`config.mk`:
```
export PLATFORM = sky130hd
export DESIGN_NAME = seg_display_mux
export DESIGN_NICKNAME = d
export VERILOG_FILES = /design/src/rtl/seg_display_mux.sv
export SDC_FILE = /design/constraint.sdc
export NUM_CORES = 1
export LEC_CHECK = 0
export ABC_AREA = 1
export CORE_UTILIZATION = 55
export CTS_CLUSTER_DIAMETER = 80
export DETAILED_ROUTE_END_ITERATION = 8
export PLACE_DENSITY = 0.76
export SYNTH_ARGS = -nofsm -noshare
export SYNTH_HDL_FRONTEND = slang
export SYNTH_SLANG_ARGS = --single-unit
```
`constraint.sdc`:
```
create_clock -name clk -period 4.3 [get_ports clk]
set_clock_uncertainty 0.1 [all_clocks]
set_input_delay 0.86 -clock clk [delete_from_list [all_inputs] [get_ports clk]]
set_output_delay 0.86 -clock clk [all_outputs]
set_load 0.005 [all_outputs]
```
`src/rtl/seg_display_mux.sv`:
```
// seg_display_mux: scans four BCD digits onto a multiplexed 7-segment display,
// with per-frame digit snapshots, a blinking adjust indication and a min/sec separator dot.
module seg_display_mux #(
  parameter int REFRESH_DIV = 100000,
  parameter int BLINK_DIV   = 25000000
) (
  input  logic       clk,
  input  logic       reset,
  input  logic [3:0] sec_one,
  input  logic [3:0] sec_ten,
  input  logic [3:0] min_one,
  input  logic [3:0] min_ten,
  input  logic       blink_sec,
  input  logic       blink_min,
  output logic [3:0] an,
  output logic [6:0] seg,
  output logic       dp,
  output logic       digit_tick
);
  localparam int RW = REFRESH_DIV > 2 ? $clog2(REFRESH_DIV) : 1;
  localparam int BW = BLINK_DIV > 2 ? $clog2(BLINK_DIV) : 1;
  logic [RW-1:0] rcnt_q, rcnt_d;
  logic [BW-1:0] bcnt_q, bcnt_d;
  logic [1:0]    idx_q, idx_d;
  logic          phase_q, phase_d;
  logic [15:0]   shadow_q, shadow_d;
  logic [3:0]    an_q, an_d;
  logic [6:0]    seg_q, seg_d;
  logic          dp_q, dp_d, tick_q, tick_d;
  logic          r_tc, b_tc, blank;
  logic [3:0]    digit;
  always_comb begin
    r_tc     = rcnt_q == RW'(REFRESH_DIV - 1);
    b_tc     = bcnt_q == BW'(BLINK_DIV - 1);
    rcnt_d   = r_tc ? '0 : rcnt_q + 1'b1;
    bcnt_d   = b_tc ? '0 : bcnt_q + 1'b1;
    idx_d    = r_tc ? idx_q + 2'd1 : idx_q;
    phase_d  = phase_q ^ b_tc;
    // Snapshot only at the frame boundary so one frame never mixes old and new digits
    shadow_d = (r_tc && idx_q == 2'd3) ? {min_ten, min_one, sec_ten, sec_one} : shadow_q;
    digit    = shadow_q[{idx_q, 2'b00} +: 4];
    blank    = phase_q && (idx_q[1] ? blink_min : blink_sec);
    an_d     = blank ? 4'hF : ~(4'b0001 << idx_q);
    dp_d     = !(idx_q == 2'd2 && !phase_q);
    tick_d   = r_tc;
    seg_d    = 7'b1111111;
    case (digit)
      4'd0: seg_d = 7'b1000000;
      4'd1: seg_d = 7'b1111001;
      4'd2: seg_d = 7'b0100100;
      4'd3: seg_d = 7'b0110000;
      4'd4: seg_d = 7'b0011001;
      4'd5: seg_d = 7'b0010010;
      4'd6: seg_d = 7'b0000010;
      4'd7: seg_d = 7'b1111000;
      4'd8: seg_d = 7'b0000000;
      4'd9: seg_d = 7'b0010000;
      default: seg_d = 7'b1111111;
    endcase
  end
  always_ff @(posedge clk) begin
    if (reset) begin
      rcnt_q   <= '0;
      bcnt_q   <= '0;
      idx_q    <= '0;
      phase_q  <= 1'b0;
      shadow_q <= '0;
      an_q     <= 4'hF;
      seg_q    <= 7'h7F;
      dp_q     <= 1'b1;
      tick_q   <= 1'b0;
    end else begin
      rcnt_q   <= rcnt_d;
      bcnt_q   <= bcnt_d;
      idx_q    <= idx_d;
      phase_q  <= phase_d;
      shadow_q <= shadow_d;
      an_q     <= an_d;
      seg_q    <= seg_d;
      dp_q     <= dp_d;
      tick_q   <= tick_d;
    end
  end
  assign an         = an_q;
  assign seg        = seg_q;
  assign dp         = dp_q;
  assign digit_tick = tick_q;
endmodule

```
Word-level counts from Yosys, hierarchy flattened

Memories as Yosys holds them, arrays and structs flattened. A register that Yosys moved wholly into a read port is not among the register bits.
Cells that the tools add are included.

Flip-flop bits (word level): 67
Bits in latches: 0
Bits in writable memories: 0
ROM bits: 112
Input bits: 20
Logic and storage cells: 29
Memories kept: 1

Memories:

| name             | depth | bits a word | read ports | clocked after Yosys merged registers in | wr ports | RTL line | source |
|---|---|---|---|---|---|---|---|
| (name not given) | 16    | 7           | 1          | 1                                       | 0        | 47       | `case (digit)` |

Add/subtract/negate cells: 3
Multipliers: 0
Divide/modulo/power cells: 0
Magnitude comparators: 0
Equal/unequal tests: 4
Shift-type cells: 2
Muxes and demuxes: 1
Bitwise logic cells: 2
Reductions and logical operators: 8

Operators by type and width:

| operator              | count |
|---|---|
| $add 25x1->25 const B | 1 |
| $eq 25x25->1 const B  | 1 |
| $add 17x1->17 const B | 1 |
| $eq 17x17->1 const B  | 1 |
| $shiftx 16x5->4       | 1 |
| $reduce_or 2->1       | 3 |
| $eq 2x2->1 const B    | 2 |
| $not 4->4             | 1 |
| $shl 1x2->4 const A   | 1 |
| $logic_and 1x1->1     | 3 |
| $add 2x1->2 const B   | 1 |
| $logic_not 1->1       | 2 |
| $mux 1                | 1 |
| $xor 1x1->1           | 1 |

Depth between registers and ports, before layout

Gate-level depths: netlist (run 1).

Depth in word-level cells: 3
Depth in mapped cells: 10
Mapped depth without buffers: 10

Least setup slack after synthesis (run 1)

No wires, ideal clock.

Path kind: input to register
Start: input port reset
End: register dp_q, in the netlist dp
Library setup time: 0.134 ns
Arrival time: 1.461 ns
Setup slack: 2.606 ns
Cell stages on the path: 4
Cell sequence: inv_1 -> buf_2 -> buf_1 -> nand3_1

RTL lines:

| element                | RTL line | source |
|---|---|---|
| start: declaration     | 8        | `input logic reset,` |
| end signal: assignment | 80       | `dp_q <= dp_d;` |
| end: declaration       | 29       | `logic dp_q, dp_d, tick_q, tick_d;` |

No word-level cell between the ends.

Final worst setup path (run 1)

Start: input port reset
End: register bcnt_q[11]

Cells in the longest elaborated chain, start to end: 1

Ends and longest elaborated chain:

| element                   | RTL line | source |
|---|---|---|
| $reduce_or 2->1 (no line) | n/a      |  |
| end signal: assignment    | 74       | `bcnt_q <= bcnt_d;` |
| end: declaration          | 23       | `logic [BW-1:0] bcnt_q, bcnt_d;` |

No other way between the ends.
A chain may end at the register's enable or synchronous reset.

==> results by group, run 1 <==
Layout
  – Syn-to-layout area delta: 14.7%
  – Final net count: 636
  – N_diodes: 0
  – Fin util: 0.648
  – Share of cells above drive strength 1: 0.0608
  – Design area: 4380 um^2

Drt
  – Iteration-0 DRC Markers: between 150 and 200
  – Length of the first detailed-routing pass in iterations: 4
  – Via-to-Cell Ratio: roughly 5.0
  – Via count: approximately 3400
  – Detailed-route DRC error count: 0
  – Post-Route WL: between 7 and 8 mm
  – Wire per inst: 11.4 um
  – DRT antenna net count: 0

CTS
  – Worst-skew pair later-pin latency: about 350 ps
  – CTS tree: done
  – Number of hold buffers added after CTS: 0
  – CTS H-Tree Depth: 3
  – Clock transition at the registers of the reported paths: around 70 ps
  – Root Driver: clkbuf_8
  – # Post-CTS Setup Buffers: 0
  – Cts bufs inserted: 9
  – Post-cts resize count: 0
  – Clock tree sinks: 74
  – CTS Buffer Depth: 2

Critical path
  – Worst r2r src: bcnt_q[0]
  – Depth of the worst register-to-register path: 6
  – Worst path arrival time: 2310 ps
  – Crit-path max FO: 25
  – CP startpoint kind: primary input
  – CP required: 4400 ps
  – WS Path Type: in2reg
  – Worst reg-to-reg setup slack: 2130 ps
  – Type of destination of the critical path: flip-flop
  – Worst reg2reg path endpoint: bcnt_q[11]

Synth
  – Count leader, synth: nand2_1
  – Syn nets: ~600
  – Synth top cells by count: 161 x nand2_1, 98 x nor2_1, 86 x inv_1
  – Sequential area share after synthesis: 0.388
  – Synth Register Bits: 74
  – Post-synth cell types: 27
  – Ys Warns: 0
  – Post-synth top area share: 0.388
  – Syn_area_per_cell: 6.68 um^2
  – Netlist Area Pre-Place: ~3800 um^2
  – Synth Instances: around 570
  – Post-synth EDFFs: 0
  – Ys async rst share: 0
  – Top post-synthesis cells by area: dfxtp_1 39%, nand2_1 16%, nor2_1 9.6%
  – Largest area contributor in the netlist: dfxtp_1
  – Primary FF master, synth: dfxtp_1

Place
  – DP Wirelength: 5.72 mm
  – DP Area: about 4200 um^2
  – Gpl congestion: between 0.9 and 1
  – Pre-CTS WS: 1720 ps
  – Port bufs: 32

Floorplan
  – Die X: about 85 um
  – Starting Density: 0.565
  – # rows: 30
  – Die area: ~7300 um^2
  – Ports: 33
  – Core area: 6760 um^2
  – Die height: between 80 and 90 um

Global routing
  – Initial antenna violation count: 0
  – Grt total ovfl: 0
  – Global Route Usage Sum: 0.239
  – First-pass GRT wire length: 14.0 mm
  – Largest net degree at the start of global routing: 26
  – Vias in the first global route: 3253

STA
  – Worst Max-Slew Pin Slew: between 800 and 900 ps
  – RSZ-0062 raised after global routing: false
  – Period utilisation layout: 0.513
  – Setup TNS: 0 ps
  – Fin worst setup slack: around 2100 ps
  – Final period demand of the worst path: ~2200 ps
  – Max Clk Rate: ~450 MHz
  – Setup violations, final: 0
  – Slew Limit Headroom: 0.447
  – Final Max Tran Viols: 0
  – Fin. Hold Viols: 0

Pwr
  – Pwr Density: a little under 300 nW/um^2
  – Leakage: ~1.8 nW
  – Design Power: 0.00129 W
  – Maximum VDD drop: 161 uV

Run status
  – Status: finished clean

Flow run
  – Max-cap viol count: 0

Worst hold path
  – Worst hold path endpoint: rcnt_q[0]
  – Hold depth: 1
  – Min-delay worst type: reg2reg
  – Min-delay src: rcnt_q[0]
## how the worst max path moves through the flow
stage | from | to | slack [ps]
global placement | reset | bcnt_q[20] | 1790
finish | reset | bcnt_q[11] | 2100
floorplan | reset | dp | 2610
detailed placement | reset | bcnt_q[16] | 1720
CTS | reset | bcnt_q[16] | 2090
global route | bcnt_q[0] | bcnt_q[16] | 1880
## area by class of cell
class	count	area, um^2
Inverter	89	334
Tap cell	80	100
Sequential cell	74	1480
Clock buffer	10	138
Fill cell	603	2380
Clock inverter	5	55.1
Multi-Input combinational cell	398	1940
Timing Repair Buffer	33	328
## worst max-delay path, stage by stage
cell and delay [ps]:
clkdlybuf4s50_1 600, inv_1 100, nand2_1 620, nor2_1 120
## state kept, by name, indices dropped and copies added, names as in the netlist, 2 cells and up
signal and cells:
bcnt_q 25, rcnt_q 17, shadow_q 16, seg 7
an 4, idx_q 2
## where the power goes
group	switching, W	internal, W
Sequential	0.00000494	0.000693
Combinational	0.0000243	0.0000296
Clock	0.000255	0.000278
## metal layers
layer | GRT usage | vias up | share of wire
li1 | - | 1814 | -
met1 | 0.307 | 1551 | 0.48
met2 | 0.400 | 53 | 0.47
met3 | 0.0350 | 12 | 0.029
met4 | 0.106 | 0 | 0.017
met5 | 0 | - | 0
## logic make-up (layout without fill, tap and decap cells)
group | Yosys count | count (layout) | synth area share
AOI/OAI and AO/OA | 28 | 28 | 0.0400
xor gates and xnor gates | 19 | 19 | 0.0436
adders and majority gates | 11 | 11 | 0.0360
buffers and inverters | 100 | 137 | 0.103
DFF | 74 | 74 | 0.388
and+or+nand+nor | 340 | 340 | 0.389
## metrics by stage
step / cells / hold slack [ps]
after CTS: 689 / 358
after global routing: 689 / 361
after detailed placement: 674 / 340
after floorplan: 572 / 318
after global placement: 674 / 330
final: 689 / 360
## cells in the final DEF (no fill, tap or decap), drive strengths merged
cell,netlist,routed
bufinv,0,1
xor2,12,12
clkbuf,1,10
o21ai,3,3
nand2,172,172
nand3,30,30
xnor2,7,7
dfxtp,74,74
o211ai,3,3
nor2,102,102
clkinvlp,0,2
inv,89,89
clkinv,0,2
buf,10,1
a21oi,20,20
nand4,19,19
nand3b,10,10
ha,11,11
clkdlybuf4s50,0,32
o21bai,2,2
nor3,7,7
No activity file was read; power rests on OpenSTA's default activity.
==> run 2, diff against run 1 <==
==> constraint.sdc (replaced) <==
create_clock -name clk -period 2.21 [get_ports clk]
set_clock_uncertainty 0.1 [all_clocks]
set_input_delay 0.442 -clock clk [delete_from_list [all_inputs] [get_ports clk]]
set_output_delay 0.442 -clock clk [all_outputs]
set_load 0.005 [all_outputs]
==> run 2 against run 1 <==
  * Combinational power up 100%
  * Highest routed layer unchanged
  * Worst setup slack lost 1700 ps
  * Wire length up 1.3%
  * Design area is 1.2% higher
  * Largest cell class unchanged
  * Critical path type is now reg2reg
==> results by group, run 2 (synthesized netlist as in run 1, its figures left out) <==
Run status
  – Status: finished clean

Critical path
  – WS Path Type: reg2reg
  – Type of destination of the critical path: flip-flop
  – Crit path largest cell delay: 480 ps (-140 ps)
  – Cell Chain, Critical Path: inv_2 -> a21oi_1 -> o21ai_0 -> nand2_1 -> inv_1 -> ha_1 -> inv_1 -> nand2_1 -> o211ai_1 -> nand2_1
  – Cell mode on critical path: nand2_1
  – CP max-delay cell: dfxtp_1
  – Cell family with most CP delay: flip-flops
  – CP startpoint kind: flip-flop
  – Crit-path max FO: 8 (-68%)
  – WP buf/inv: 3 (+1)
  – CP required: 2350 ps (-2050 ps)
  – Worst path arrival time: 1940 ps (-370 ps)

Layout
  – Share of cells above drive strength 1: 0.0714 (+0.0107)
  – Fin util: 0.656 (+0.00778)
  – Top Registers: bcnt_q (25), rcnt_q (17), shadow_q (16)
  – Fill cells: 611 (+1.3%)
  – Biggest register: bcnt_q
  – Syn-to-layout area delta: 16.0%
  – Reg area: 1480 um^2 (unchanged)
  – Design area: 4430 um^2 (+1.2%)
  – N_diodes: 0 (unchanged)
  – Most frequent cells in the layout: 161 x nand2_1, 98 x nor2_1, 86 x inv_1, 74 x dfxtp_1, 32 x clkdlybuf4s50_1
  – Most common cell after layout, fill and taps aside: nand2_1
  – Final net count: 643 (+1.1%)
  – Multi-input logic area: 1940 um^2 (unchanged)
  – Max reg flops: 25 (unchanged)

CTS
  – CTS H-Tree Depth: 3 (unchanged)
  – Cts bufs inserted: 9 (unchanged)
  – Clock tree sinks: 74 (unchanged)
  – Number of hold buffers added after CTS: 0 (unchanged)
  – Post-cts resize count: 0 (unchanged)
  – CTS Buffer Depth: 2 (unchanged)
  – Clock transition at the registers of the reported paths: 80 ps (about the same)
  – CTS tree: done
  – Worst-skew pair later-pin latency: 350 ps (about the same)
  – # Post-CTS Setup Buffers: 0 (unchanged)
  – Root Driver: clkbuf_8

Floorplan
  – Die height: 85.3 um (unchanged)
  – Die X: 85.3 um (unchanged)
  – Core area: 6760 um^2 (unchanged)
  – Die area: 7280 um^2 (unchanged)
  – Starting Density: 0.565 (unchanged)
  – # rows: 30 (unchanged)
  – Ports: 33 (unchanged)

Pwr
  – Maximum VDD drop: 343 uV (+110%)
  – Pwr Density: 564 nW/um^2 (+92%)
  – Leakage: 1.81 nW (+2.0%)

Drt
  – Length of the first detailed-routing pass in iterations: 4 (unchanged)
  – Via-to-Cell Ratio: 4.95 (-0.63%)
  – DRT antenna net count: 0 (unchanged)
  – Wire per inst: 11.4 um (+0.27%)
  – Post-Route WL: 7.96 mm (+1.3%)
  – Via count: 3443 (+0.38%)
  – Iteration-0 DRC Markers: 154 (-7.8%)
  – Detailed-route DRC error count: 0 (unchanged)

Place
  – DP Area: 4240 um^2 (+1.3%)
  – DP Wirelength: 5.93 mm (+3.7%)
  – Gpl congestion: 0.906 (about the same)
  – Port bufs: 32 (unchanged)
  – Pre-CTS WS: 403 ps (-1320 ps)

STA
  – Setup TNS: 0 ps (unchanged)
  – Final Max Tran Viols: 0 (unchanged)
  – Final period demand of the worst path: approximately 1800 ps
  – Period utilisation layout: 0.813
  – Setup violations, final: 0 (unchanged)
  – Fin. Hold Viols: 0 (unchanged)
  – Worst Max-Slew Pin Slew: 464 ps (-363 ps)
  – Fin worst setup slack: 413 ps (-1680 ps)
  – Slew Limit Headroom: 0.688 (+0.241)
  – Max Clk Rate: approximately 560 MHz
  – RSZ-0062 raised after global routing: false

Worst hold path
  – Min-delay worst type: reg2reg

Global routing
  – Largest net degree at the start of global routing: 20 (-23%)
  – First-pass GRT wire length: 14.2 mm (+1.3%)
  – Grt total ovfl: 0 (unchanged)
  – Initial antenna violation count: 0 (unchanged)
  – Global Route Usage Sum: 0.243 (+0.00357)
  – Vias in the first global route: 3292 (+1.2%)

Flow run
  – Max-cap viol count: 0 (unchanged)
==> run 2: final cells by class <==
cell class,count,area share
multi-input combinational,398,0.439
sequential,74,0.334
timing repair buffer,40,0.0858
inverter,89,0.0754
clock buffer,10,0.0310
tap,80,0.0226
clock inverter,5,0.0124
==> run 2: metal layers <==
layer,wire (um),up-vias,track usage
met5,0,-,0
met4,163,0,0.117
met3,208,16,0.0331
met2,3740,44,0.406
met1,3850,1549,0.310
li1,-,1834,-
==> run 2: path summary, 6_finish.rpt <==
kind	from	end	slack, ps	cells after the start
worst min-delay path	rcnt_q[0]	rcnt_q[0]	350	1
worst min register to register	rcnt_q[0]	rcnt_q[0]	350	1
worst max-delay path	idx_q[1]	seg[0]	410	10
worst max register to register	idx_q[1]	seg[0]	410	10
==> run 2: where the power goes <==
part,internal (W),switching (W)
Combinational,0.0000612,0.0000484
Sequential,0.00135,0.00000927
Clock,0.000542,0.000490
Total,0.00195,0.000547
==> run 2: stage by stage <==
stage	instances	total power [W]	hold slack, ps
6_report	696	0.00250	348
5_1_grt	696	0.00259	379
4_1_cts	696	0.00251	351
3_5_place_dp	681	0.00150	341
3_3_place_gp	681	0.00150	330
2_1_floorplan	572	0.00144	318
